File: config.mk
export PLATFORM = sky130hd
export DESIGN_NAME = child_dispatch_sequencer
export DESIGN_NICKNAME = d
export VERILOG_FILES = /design/src/rtl/dispatch_pkg.sv /design/src/rtl/child_dispatch_sequencer_rr_pick.sv /design/src/rtl/child_dispatch_sequencer.sv
export SDC_FILE = /design/constraint.sdc
export NUM_CORES = 1
export LEC_CHECK = 0
export CORE_ASPECT_RATIO = 1.25
export CORE_MARGIN = 4
export CORE_UTILIZATION = 30
export DETAILED_ROUTE_END_ITERATION = 16
export PLACE_DENSITY = 0.6
export SLEW_MARGIN = 10
export SYNTH_ARGS = -nofsm -noshare
export SYNTH_HDL_FRONTEND = slang
export SYNTH_SLANG_ARGS = --single-unit
export TNS_END_PERCENT = 1
File: constraint.sdc
create_clock -name clk -period 3.55 [get_ports clk]
set_input_delay 0.8875 -clock clk [delete_from_list [all_inputs] [get_ports clk]]
set_output_delay 0.8875 -clock clk [all_outputs]
set_load 0.01 [all_outputs]
File: src/rtl/dispatch_pkg.sv
// Shared types and defaults for the child dispatch sequencer and its round-robin picker.
package dispatch_pkg;

  typedef enum logic [1:0] {
    EMPTY  = 2'd0,
    LOADED = 2'd1,
    OFFER  = 2'd2
  } dispatch_state_e;

  typedef logic [2:0] credit_t;

  localparam int      NUM_CHILDREN_DEF = 5;
  localparam int      CREDITS_DEF      = 2;
  localparam credit_t CREDIT_MAX       = 3'd7;

endpackage

File: src/rtl/child_dispatch_sequencer_rr_pick.sv
// Combinational round-robin picker: first eligible child at or after ptr, cyclically.
module rr_pick #(
  parameter int N     = 5,
  parameter int IDX_W = 3
) (
  input  logic [N-1:0]     eligible,
  input  logic [IDX_W-1:0] ptr,
  output logic [IDX_W-1:0] grant,
  output logic             any
);

  logic [IDX_W:0]   sum;
  logic [IDX_W-1:0] sel;

  always_comb begin
    // NOTE: every variable gets a default first so no path leaves one unassigned (no latch).
    grant = '0;
    any   = 1'b0;
    sum   = '0;
    sel   = '0;
    for (int k = 0; k < N; k++) begin
      sum = {1'b0, ptr} + (IDX_W + 1)'(k);
      if (sum >= (IDX_W + 1)'(N)) sum = sum - (IDX_W + 1)'(N);
      sel = sum[IDX_W-1:0];
      if (!any && eligible[sel]) begin
        any   = 1'b1;
        grant = sel;
      end
    end
  end

endmodule

File: src/rtl/child_dispatch_sequencer.sv
// Round-robin dispatcher feeding NUM_CHILDREN children with per-child credit tracking.
// Optional statistics counters are built when DISPATCH_STATS_EN is defined.
module child_dispatch_sequencer
  import dispatch_pkg::*;
#(
  parameter int NUM_CHILDREN = NUM_CHILDREN_DEF,
  parameter int DATA_W       = 32,
  parameter int CREDITS      = CREDITS_DEF
) (
  input  logic                    clk,
  input  logic                    rst_n,
  input  logic                    in_valid,
  output logic                    in_ready,
  input  logic [DATA_W-1:0]       in_data,
  output logic [NUM_CHILDREN-1:0] out_valid,
  input  logic [NUM_CHILDREN-1:0] out_ready,
  output logic [DATA_W-1:0]       out_data,
  input  logic [NUM_CHILDREN-1:0] done,
  output logic                    idle,
`ifdef DISPATCH_STATS_EN
  output logic [15:0]             stat_issued,
  output logic [15:0]             stat_stall,
`endif
  output logic                    err
);

  localparam int      IDX_W      = (NUM_CHILDREN > 1) ? $clog2(NUM_CHILDREN) : 1;
  localparam credit_t CREDIT_LIM = credit_t'(CREDITS);

  localparam logic [1:0] ST_EMPTY  = EMPTY;
  localparam logic [1:0] ST_LOADED = LOADED;
  localparam logic [1:0] ST_OFFER  = OFFER;

  logic [1:0]              state, state_nxt;
  logic [DATA_W-1:0]       hold;
  logic [IDX_W-1:0]        grant, rr_ptr, pick;
  logic                    any_elig;
  logic                    hs, take, err_set, credits_zero_nxt;
  logic [NUM_CHILDREN-1:0] eligible, issue_oh;
  credit_t                 credit     [NUM_CHILDREN];
  credit_t                 credit_nxt [NUM_CHILDREN];

  always_comb begin
    for (int i = 0; i < NUM_CHILDREN; i++) eligible[i] = (credit[i] < CREDIT_LIM);
  end

  rr_pick #(
    .N     (NUM_CHILDREN),
    .IDX_W (IDX_W)
  ) u_rr_pick (
    .eligible (eligible),
    .ptr      (rr_ptr),
    .grant    (pick),
    .any      (any_elig)
  );

  always_comb begin
    out_valid = '0;
    if (state == ST_OFFER) out_valid[grant] = 1'b1;
  end

  assign hs       = (state == ST_OFFER) && out_ready[grant];
  assign issue_oh = hs ? out_valid : '0;
  assign take     = in_valid && in_ready;
  assign out_data = hold;

  // In OFFER the slot frees on the same edge as the handshake, so ready is the child's ready.
  always_comb begin
    case (state)
      ST_EMPTY: in_ready = 1'b1;
      ST_OFFER: in_ready = out_ready[grant];
      default:  in_ready = 1'b0;
    endcase
  end

  always_comb begin
    state_nxt = state;
    case (state)
      ST_EMPTY:  if (take) state_nxt = ST_LOADED;
      ST_LOADED: if (any_elig) state_nxt = ST_OFFER;
      ST_OFFER:  if (hs) state_nxt = take ? ST_LOADED : ST_EMPTY;
      default:   state_nxt = ST_EMPTY;
    endcase
  end

  // An issue and a completion to the same child in one cycle cancel out.
  always_comb begin
    err_set          = 1'b0;
    credits_zero_nxt = 1'b1;
    for (int i = 0; i < NUM_CHILDREN; i++) begin
      credit_nxt[i] = credit[i];
      if (issue_oh[i] && !done[i] && credit[i] != CREDIT_MAX)
        credit_nxt[i] = credit[i] + credit_t'(1);
      else if (done[i] && !issue_oh[i] && credit[i] != '0)
        credit_nxt[i] = credit[i] - credit_t'(1);
      if (done[i] && credit[i] == '0) err_set = 1'b1;
      if (credit_nxt[i] != '0) credits_zero_nxt = 1'b0;
    end
  end

  always_ff @(posedge clk or negedge rst_n) begin
    if (!rst_n) begin
      state  <= ST_EMPTY;
      hold   <= '0;
      grant  <= '0;
      rr_ptr <= '0;
      err    <= 1'b0;
      idle   <= 1'b1;
      // NOTE: the credit array is a handful of flops, not a RAM, so it is reset like any other state.
      for (int i = 0; i < NUM_CHILDREN; i++) credit[i] <= '0;
    end else begin
      // NOTE: sequential state uses non-blocking assignments so every flop samples pre-edge values.
      state <= state_nxt;
      if (take) hold <= in_data;
      if (state == ST_LOADED && any_elig) grant <= pick;
      if (hs) rr_ptr <= (grant == IDX_W'(NUM_CHILDREN - 1)) ? '0 : grant + 1'b1;
      err  <= err | err_set;
      idle <= (state_nxt == ST_EMPTY) && credits_zero_nxt;
      for (int i = 0; i < NUM_CHILDREN; i++) credit[i] <= credit_nxt[i];
    end
  end

`ifdef DISPATCH_STATS_EN
  always_ff @(posedge clk or negedge rst_n) begin
    if (!rst_n) begin
      stat_issued <= '0;
      stat_stall  <= '0;
    end else begin
      stat_issued <= stat_issued + {15'd0, hs};
      if (state == ST_LOADED && !any_elig && stat_stall != 16'hFFFF)
        stat_stall <= stat_stall + 16'd1;
    end
  end
`endif

endmodule

Yosys cells after proc, flatten, opt, wreduce, memory -nomap -nowiden
Cells that the tools add are included.
Operators by class
  add/sub/neg operators: 20
  order comparisons: 17
  equality and inequality tests: 8
  muxes and demuxes: 58
  bitwise operators: 1
  reductions and logical operators: 65
Operators with widths (number)
  $mux 3: 21
  $logic_and 1x1->1: 34
  $reduce_bool 3->1: 10
  $lt 3x4->1 const B: 6
  $mux 1: 23
  $add 3x1->3 const B: 6
  $bmux 1 s3: 6
  $ge 4x3->1 const B: 4
  $logic_not 3->1: 5
  $lt 3x2->1 const B: 5
  $ne 3x3->1 const B: 5
  $sub 3x1->3 const B: 5
  $sub 3x3->3 const B: 5
  $logic_not 1->1: 14
  $mux 5: 2
  $add 3x2->4 const B: 2
  $mux 2: 3
  $pmux 2 s3: 1
  $add 3x1->4 const B: 1
  $add 3x3->4 const B: 1
  $logic_not 2->1: 2
  $demux 1 s3: 1
  $eq 3x3->1 const B: 1
  $ge 3x1->1 const B: 1
  5 further kinds: 5
Storage, ports and cells
  bits in registers: 57
  input bits: 45
  output and inout bits: 40

Longest topological paths before layout
  word-level depth: 21
  depth in mapped cells: 12
  mapped depth without buffers: 12

By module
Synthesis repeated with hierarchy kept, for this count alone.
Second synthesis, totals
  cell total of the unflattened synthesis: 436
  area, all modules: 4349.2 um^2
By module, submodules not included
  child_dispatch_sequencer: times used 1, cells each 301, area an instance 3254.4 um^2
  rr_pick: times used 1, cells each 135, area an instance 1094.8 um^2

Worst setup path after synthesis
No wires, ideal clock.
  path type: register to register
  from: register rr_ptr[1]
  to: register grant[0]
  library setup time: 0.123 ns
  arrival: 2.845 ns
  setup slack: 0.582 ns
  cell stages (with the launch flop): 11
  buffers on the path: 1
  clock period less this slack: 2.968 ns
  cells stage by stage: dfrtp_1 -> inv_1 -> ha_1 -> ha_1 -> buf_2 -> a21oi_4 -> mux2i_1 -> o22ai_1 -> o32a_1 -> or4_1 -> o221a_1
On the way
  longest elaborated chain between the ends: 18
  elaborated cells between the ends (all ways): 48
  classes of those cells: add/sub: 9; order compare: 5; mux: 25; reduce/logical: 9
Ends and longest elaborated chain
  start, declared: RTL line child_dispatch_sequencer.sv:36  | logic [IDX_W-1:0] grant, rr_ptr, pick;
  start signal, assigned: RTL line child_dispatch_sequencer.sv:116  | if (hs) rr_ptr <= (grant == IDX_W'(NUM_CHILDREN - 1)) ? '0 : grant + 1'b1;
  parallel branches: the longest is 18 deep, another holds $add 3x1->4
  end signal, assigned: RTL line child_dispatch_sequencer.sv:115  | if (state == ST_LOADED && any_elig) grant <= pick;
  end, declared: RTL line child_dispatch_sequencer.sv:36
Parallel ways; which one is timed is not known. The select of a mux whose other input is x is not followed.
A chain may end at the register's enable or synchronous reset.

Worst setup path after layout
  from: input port out_ready[4]
  to: output port in_ready
On the way
  longest elaborated chain between the ends: 3
Ends and longest elaborated chain
  start, declared: RTL line child_dispatch_sequencer.sv:16  | input logic [NUM_CHILDREN-1:0] out_ready,
  $bmux 1 s3: RTL line child_dispatch_sequencer.sv:71  | ST_OFFER: in_ready = out_ready[grant];
  $mux 1 (implied by the code): RTL line child_dispatch_sequencer.sv:71
  $pmux 1 s2: RTL line child_dispatch_sequencer.sv:69  | case (state)
  end, declared: RTL line child_dispatch_sequencer.sv:13  | output logic in_ready,
Every way passes these cells. The select of a mux whose other input is x is not followed.

==> results.tsv <==
stage	metric	value	unit
sta	Max-slew headroom	39.9	%
synth	YS warnings	0	
status	status	finished clean	
clocking	clock slew at reported path FFs	0.05	ns
routing	post-route ant nets	0	
floorplanning	Initial Utilization	30.5	%
synth	post-synthesis xor/xnor area fraction	2.06	%
routing	Vias/cell	5.39	
worst_setup_path	CP Max Fanout	4	
sta	RSZ-0062 raised after global routing	no	
worst_setup_path	Critical Path AT	2.52	ns
layout	design area	5540	um^2
grt	global-route wire length before repair	19800	um
clocking	TritonCTS Sinks	57	
clocking	CTS buffer count	9	
clocking	Hold Buf Count CTS	0	
clocking	worst skew pair latency	0.32	ns
synth	Yosys reg bits	57	
layout	fin nets	608	
floorplanning	Core ar.	13800	um^2
synth	ranking of synthesized cells by area	dfrtp_1 (33%), ha_1 (8.9%), mux2_2 (8.9%)	
sta	min cycle time layout	3.41	ns
layout	fillers	1331	
worst_setup_path	crit path kind	in2out	
routing	DR DRC count	0	
pwr	Max IR drop VDD	0.466	mV
layout	most frequent cells in the layout	clkdlybuf4s50_1 (83), dfrtp_1 (56), mux2_2 (33), nor2_1 (30), ha_1 (30)	
worst_hold_path	Hold WC Path Type	reg2reg	
grt	vias in the first global route	4015	
routing	Pre-Repair DR Iteration Count	5	
placement	placed cells	696	
sta	Fmax	0.294	GHz
layout	area of the multi-input gates	2580	um^2
clocking	clk root buf	clkbuf_16	
routing	DR WL/cell	16.9	um
sta	Final Cycle Share	96.0	%
worst_setup_path	crit path from	out_ready[4]	
synth	cell area after synthesis	4190	um^2
sta	clk_skew	0.00320	ns
layout	layout cells sized above 1	15.5	%
pwr	Power Dens Cells	1070	nW/um^2
sta	Max Slew Vio Count	0	
synth	Net Count, Synth	521	
synth	mux contribution to synthesized area	12.1	%
sta	final setup fails	0	
layout	Diodes inserted	0	
worst_setup_path	Worst setup EP type	output port	
clocking	CTS Buffer Depth	2	
placement	Placed Area	5250	um^2
worst_setup_path	Reg2Reg Launch Point	rr_ptr[0]	
grt	GRT overflow	0	
synth	synthesized instance count	445	
sta	Fin Setup TNS	0	ns
clocking	CTS tree	built	
grt	Global Route Usage Sum	15.3	%
floorplanning	Die Width	114	um
sta	Least-Margin Pin Slew	0.901	ns
placement	Routability Congestion	0.884	
routing	first-iteration detailed-routing DRC count	153	
synth	register area share after synthesis	34.0	%
synth	Syn Area/Cell	9.42	um^2
job	Max-Cap Viols	0	
synth	largest family of logic cells by synthesized area	simple AND/OR/NAND/NOR gates	
worst_setup_path	startpoint types	primary input	
routing	via count	3837	
sta	Hold Slack	0.504	ns
clocking	Setup Buffers After CTS	0	
pwr	leak pwr	2.34	nW
synth	Synth Area in Compound Gates	18.6	%
layout	post-synthesis to final-layout area growth	32.1	%
synth	Synth top area share	33.4	%
layout	leading cell type in the layout, fill and taps excluded	clkdlybuf4s50_1	
sta	Hold Vio Cnt, Final	0	
layout	Finished Layout Cells	712	
grt	largest net degree at the start of global routing	41	
synth	area leader, netlist	dfrtp_1	
synth	Post-synth ARST share	100	%
grt	antenna violations before repair	0	
layout	sequential cell area	1430	um^2
floorplanning	Die ar.	15900	um^2
placement	DP HPWL	9450	um
placement	Port Buf Inserts	84	
synth	EDFF count, synth	0	
clocking	H-tree depth	3	
floorplanning	Top Ports	85	
worst_setup_path	CP Data Required Time	2.66	ns
floorplanning	die height	140	um
routing	final wirelength	12000	um
floorplanning	row cnt	48	
synth	post-synthesis simple-gate area fraction	19.1	%
worst_hold_path	Hold Crit Start	out_data[26]	
synth	post-synth cell types	76	
synth	ys flop type	dfrtp_1	
synth	post-synthesis adder-cell area fraction	9.43	%
## layout make-up
type	instances	share of cell area, %
multi-input combinational	340	46.5
sequential	57	25.8
timing repair buffer	96	16.7
clock buffer	13	4.88
tap	175	3.95
inverter	28	1.90
clock inverter	3	0.271
## worst max-delay path, cell delays in order
cell,delay [ns]
clkdlybuf4s50_1,0.51
mux2i_1,0.09
o21ai_1,0.15
o21ai_2,0.10
a21oi_2,0.21
clkdlybuf4s50_1,0.57
## power by group
| part | internal, mW | switching (mW) | total, mW | leakage (nW) |
|---|---|---|---|---|
| Sequential | 0.978 | 0.331 | 1.31 | 0.666 |
| Combinational | 1.76 | 2.06 | 3.82 | 1.53 |
| Clock | 0.524 | 0.277 | 0.801 | 0.145 |
## stage by stage
stage	setup WS [ns]	power [mW]	util, %
after floorplan	0.582	3.84	-
after global placement	-0.0152	4.97	38.2
after detailed placement	-0.0489	5.06	38.2
after CTS	0.0451	5.92	40.3
after global routing	0.0398	6.40	40.3
final	0.144	5.93	40.3
## sequential cells by signal, indices dropped and copies added, names as in the netlist
| register | count |
|---|---|
| idle | 1 |
| err | 1 |
| grant | 3 |
| out_data | 32 |
| state | 2 |
| credit | 15 |
| rr_ptr | 3 |
## cell families after synthesis
group	after synthesis
XOR/XNOR	9
flip-flops	57
multiplexers	45
buffers and inverters	48
AO/OA/AOI/OAI	106
adder cells (fa/ha/maj)	31
AND/OR/NAND/NOR	149
## routing by layer
metal | track usage (%) | part of all wire [%] | up-vias
met5 | 0 | 0 | -
met4 | 6.27 | 2.7 | 0
met3 | 4.41 | 7.6 | 22
met2 | 26.4 | 50 | 165
met1 | 17.5 | 40 | 1831
li1 | - | - | 1819
## path summary, 6_finish.rpt
path,cells after the start,end,slack (ns)
max reg2reg,11,grant[0],0.33
max in group asynchronous,2,grant[0],2.07
max,6,in_ready,0.14
min in group asynchronous,1,credit[3],0.70
min,1,out_data[26],0.50
min reg2reg,1,out_data[26],0.50
## cell usage after synthesis (3+ instances only)
cell type  instances
o22ai_1            4
nor3_1            13
nor2_1            30
inv_1             26
o32ai_1            5
ha_1              30
o21ai_1            5
xnor2_1            7
nor2b_1            6
a31oi_1            9
and2_1             5
a21o_1             4
nand2_1           27
mux2i_1            9
or4_1              4
nand2b_1           7
or2_1              3
mux2_2            33
clkbuf_1           9
o211ai_1           8
nand3_1           16
dfrtp_1           56
a21oi_1           23
a211o_1            4
and3_1             9
buf_2             10
nand4_1            7
or3_1              5
a211oi_1           5
o21ai_0           12
## repair_timing
| item | CTS | global route |
|---|---|---|
| endpoints found under the setup margin | 1 | 1 |
| gates resized for setup | 1 | 3 |
| pin swaps | 0 | 1 |
(Power assumes the default switching activity.)
==> variant 1: new RTL, same flow settings <==
The option `DISPATCH_STATS_EN` is turned on by a define.
--- a/src/rtl/child_dispatch_sequencer.sv
+++ b/src/rtl/child_dispatch_sequencer.sv
@@ -1,5 +1,7 @@
 // Round-robin dispatcher feeding NUM_CHILDREN children with per-child credit tracking.
 // Optional statistics counters are built when DISPATCH_STATS_EN is defined.
+`define DISPATCH_STATS_EN
+
 module child_dispatch_sequencer
   import dispatch_pkg::*;
 #(
Check against the original RTL (old outputs only; new: stat_issued and stat_stall): equivalent (equiv_simple and equiv_induct, registers matched by name and starting in step).
==> variant 1 against the unedited design <==
- setup slack got worse by 0.029 ns
- critical path type unchanged
- hold slack got worse by 0.0072 ns
- design area rose by 36%
- final cell count rose by 32%
- wire length rose by 29%
- area after synthesis rose by 35%
- power rose by 22%
- count of clock-buffer cells in the layout fell by 3
- global-route usage fell by 0.37 points
- sequential cell count rose by 32
- sequential power rose by 37%
- via count rose by 23%
==> variant 1: results <==
export IMPL_multi_input_area_um2=3210
export IMPL_nNonClkBuffers=143
export IMPL_syn2layout_area_growth_pct=32.4
export IMPL_p_leak_nw=3.17
export IMPL_hold_path_endpoint="stat_stall[6]$_DFFE_PN0P_"
export IMPL_synth_area_leaders="dfrtp_1 (39%), mux2_2 (7.7%), ha_1 (7.3%)"
export IMPL_arrival_ns=2.55
export IMPL_non_clock_inverter_count=37
export IMPL_placed_cell_area_um2=7210
export IMPL_worst_pin_slew_ns=0.531
export IMPL_reg2reg_to="stat_stall[11]$_DFFE_PN0P_"
export IMPL_min_from="stat_stall[6]$_DFFE_PN0P_"
export IMPL_grt_pass1_vias=4865
export IMPL_outcome="finished clean"
export IMPL_ys_top_cells_by_count="dfrtp_1 (88), nand2_1 (45), mux2_2 (39), nor2_1 (39), inv_1 (36)"
export IMPL_pwr_share_clk_pct=12.6
export IMPL_cpPeakStageDelay_ns=0.53
export IMPL_grt_max_degree=53
export IMPL_drt_initial_drc_count=288
export IMPL_io_buffers=116
export IMPL_powerDensity_nw_per_um2=962
export IMPL_p_sw_share_pct=45.2
export IMPL_path_max_fanout=2
export IMPL_use_met1_pct=18.1
export IMPL_dp_cells=923
export IMPL_synthXorXnorAreaFrac_pct=6.00
export IMPL_finalClockSkew_ns=0.00968
export IMPL_insertion_delay_ns=0.34
-- variant 1: worst max path at each step --
stage,cells past startpoint,slack [ns],from,end
floorplan,12,0.25,rr_ptr[0]$_DFFE_PN0P_,stat_stall[12]$_DFFE_PN0P_
global placement,6,-0.17,out_ready[0],in_ready
detailed placement,6,-0.16,out_ready[0],in_ready
CTS,6,0.11,out_ready[0],in_ready
global route,14,-0.008,rr_ptr[0]$_DFFE_PN0P_,stat_stall[6]$_DFFE_PN0P_
finish,6,0.11,out_ready[0],in_ready
-- variant 1: metal layers --
| metal | up-vias | wire, um |
|---|---|---|
| li1 | 2318 | - |
| met1 | 2270 | 6350 |
| met2 | 112 | 8020 |
| met3 | 24 | 861 |
| met4 | 0 | 295 |
| met5 | - | 0 |
-- variant 1: metrics by stage --
step / hold WS [ns] / setup TNS (ns)
after floorplan: 0.507 / 0
after CTS: 0.502 / 0
final: 0.497 / 0
after detailed placement: 0.485 / -0.315
after global routing: 0.517 / -0.00779
after global placement: 0.469 / -0.325
==> variant 2: new RTL, same flow settings <==
Made on the original files. Put one more register stage on the output `err`, without a reset. The value now appears one clock later. The other outputs are not delayed to match.
--- a/src/rtl/child_dispatch_sequencer.sv
+++ b/src/rtl/child_dispatch_sequencer.sv
@@ -30,6 +30,8 @@
   localparam logic [1:0] ST_EMPTY  = EMPTY;
   localparam logic [1:0] ST_LOADED = LOADED;
   localparam logic [1:0] ST_OFFER  = OFFER;
+
+  logic err_s0;
 
   logic [1:0]              state, state_nxt;
   logic [DATA_W-1:0]       hold;
@@ -104,7 +106,7 @@
       hold   <= '0;
       grant  <= '0;
       rr_ptr <= '0;
-      err    <= 1'b0;
+      err_s0 <= 1'b0;
       idle   <= 1'b1;
       // NOTE: the credit array is a handful of flops, not a RAM, so it is reset like any other state.
       for (int i = 0; i < NUM_CHILDREN; i++) credit[i] <= '0;
@@ -114,7 +116,7 @@
       if (take) hold <= in_data;
       if (state == ST_LOADED && any_elig) grant <= pick;
       if (hs) rr_ptr <= (grant == IDX_W'(NUM_CHILDREN - 1)) ? '0 : grant + 1'b1;
-      err  <= err | err_set;
+      err_s0 <= err_s0 | err_set;
       idle <= (state_nxt == ST_EMPTY) && credits_zero_nxt;
       for (int i = 0; i < NUM_CHILDREN; i++) credit[i] <= credit_nxt[i];
     end
@@ -133,5 +135,9 @@
   end
 `endif
 
+  always_ff @(posedge clk) begin
+    err <= err_s0;
+  end
+
 endmodule
 
Function: changed (a bounded check fails within 4 cycles, from zero or initial values and one cycle with rst_n low).
==> variant 2 against the unedited design <==
- area after synthesis up 0.48%
- design area rose by 0.56%
- global-route usage grew 0.077 points
- clock skew increased by 0.0037 ns
- sequential cell count rose by 1
- non-clock buffer count down 1
- critical path depth increased by 5
- core utilization increased by 0.051 points
- via count decreased by 1.8%
- setup slack improved by 0.27 ns
- power increased by 1.1%
- wire length fell by 0.14%
- combinational power hardly changed
- critical endpoint is now grant[0]$_DFFE_PN0P_
==> variant 2: results <==
export IMPL_clock_fmax_mhz=319
export IMPL_grt_pass1_vias=3915
export IMPL_p_sw_mw=2.65
export IMPL_arrival_ns=3.39
export IMPL_grt_use_total_pct=15.4
export IMPL_critPathSlowestCell="mux4_2"
export IMPL_ys_top_cells_by_count="dfrtp_1 (56), mux2_2 (33), ha_1 (30), nor2_1 (30), nand2_1 (27)"
export IMPL_io_buffers=84
export IMPL_min_from="err_s0$_DFF_PN0_"
export IMPL_critPathKind="reg2reg"
export IMPL_path_max_fanout=6
export IMPL_ys_warnings_count=0
export IMPL_p_leak_nw=2.35
export IMPL_drt_initial_drc_count=150
export IMPL_clkTransAtPathRegs_ns=0.05
export IMPL_grt_pass1_wl_um=19700
export IMPL_ys_seq_area_share_pct=34.4
export IMPL_cpPeakStageDelay_ns=0.60
export IMPL_clock_path_buffers=2
export IMPL_avgSynthCellArea_um2=9.45
export IMPL_layout_drive_gt1_share_pct=14.7
export IMPL_place_ws_ns=0.00615
export IMPL_antenna_found_initial=0
export IMPL_outcome="finished clean"
export IMPL_r2r_setup_slack_ns=0.41
export IMPL_synth_ff_type="dfrtp_1"
export IMPL_hold_path_endpoint="err$_DFF_P_"
export IMPL_synth_distinct_cells=77
export IMPL_drt_total_wl_um=12000
export IMPL_htree_num_levels=3
export IMPL_placed_cell_area_um2=5260
export IMPL_final_net_count=608
export IMPL_relSlewSlack_pct=60.3
export IMPL_gp_congestion=0.918
export IMPL_finalClockSkew_ns=0.00690
export IMPL_min_path_cells=0
export IMPL_synth_area_leaders="dfrtp_1 (33%), ha_1 (8.9%), mux2_2 (8.8%)"
export IMPL_viasPerCell=5.29
export IMPL_synth_nets=522
export IMPL_reg2reg_to="grant[0]$_DFFE_PN0P_"
export IMPL_grt_max_degree=36
export IMPL_startpoint="rr_ptr[0]$_DFFE_PN0P_"
export IMPL_synth_async_reset_ratio_pct=98.3
export IMPL_dp_hpwl_um=9440
export IMPL_first_pass_iters=4
export IMPL_finalNonFillerCells=712
export IMPL_fin_util_pct=40.3
export IMPL_ir_drop_v=0.000560
export IMPL_holdWs_ns=0.378
[variant 2: changes by cell type in the layout (fill, tap and decap cells not counted), sizes merged]
cell and delta:
clkbuf +1, clkdlybuf4s50 -1, dlymetal6s2s +1, buf -1, dfxtp +1, bufinv +1
clkinv -2
[variant 2: power by group through the flow]
| stage | Sequential, mW | Clock (mW) | Combinational [mW] |
|---|---|---|---|
| 3_5_place_dp | 1.32 | 0 | 3.77 |
| 4_1_cts | 1.32 | 0.900 | 3.81 |
| 3_3_place_gp | 1.30 | 0 | 3.73 |
| 5_1_grt | 1.37 | 0.929 | 4.19 |
| 6_report | 1.31 | 0.879 | 3.81 |
| 2_1_floorplan | 1.29 | 0 | 2.56 |
[variant 2: cells by family after synthesis]
family	after synthesis	share of synthesized area (%)
compound gates	106	18.5
xor+xnor	9	2.05
buf+inv	48	4.66
flops	58	34.4
simple gates	149	19.0
mux	45	12.0
fa+ha+maj	31	9.38
[variant 2: critical path, delay by kind of cell, from the launching register on]
| kind | cells | cell delay, ns |
|---|---|---|
| fa+ha+maj | 2 | 0.63 |
| buf+inv | 2 | 0.14 |
| compound gates | 4 | 0.89 |
| mux | 1 | 0.60 |
| simple gates | 2 | 0.42 |
| flops | 1 | 0.38 |
[variant 2: routing by layer]
| metal | GRT usage, % | up-vias | share of wire (%) |
|---|---|---|---|
| met3 | 5.14 | 24 | 7.1 |
| met5 | 0 | - | 0 |
| li1 | - | 1806 | - |
| met4 | 7.82 | 0 | 3.6 |
| met2 | 26.2 | 126 | 50 |
| met1 | 16.8 | 1812 | 39 |
[variant 2: layout make-up]
class                   instances  area (um^2)
fillers                      1393         8240
multi-input cells             340         2570
flip-flops and latches         58         1450
repair buffers                 95          921
clock buffers                  14          274
well taps                     175          219
inverters                      28          105
clock inverters                 2         35.0
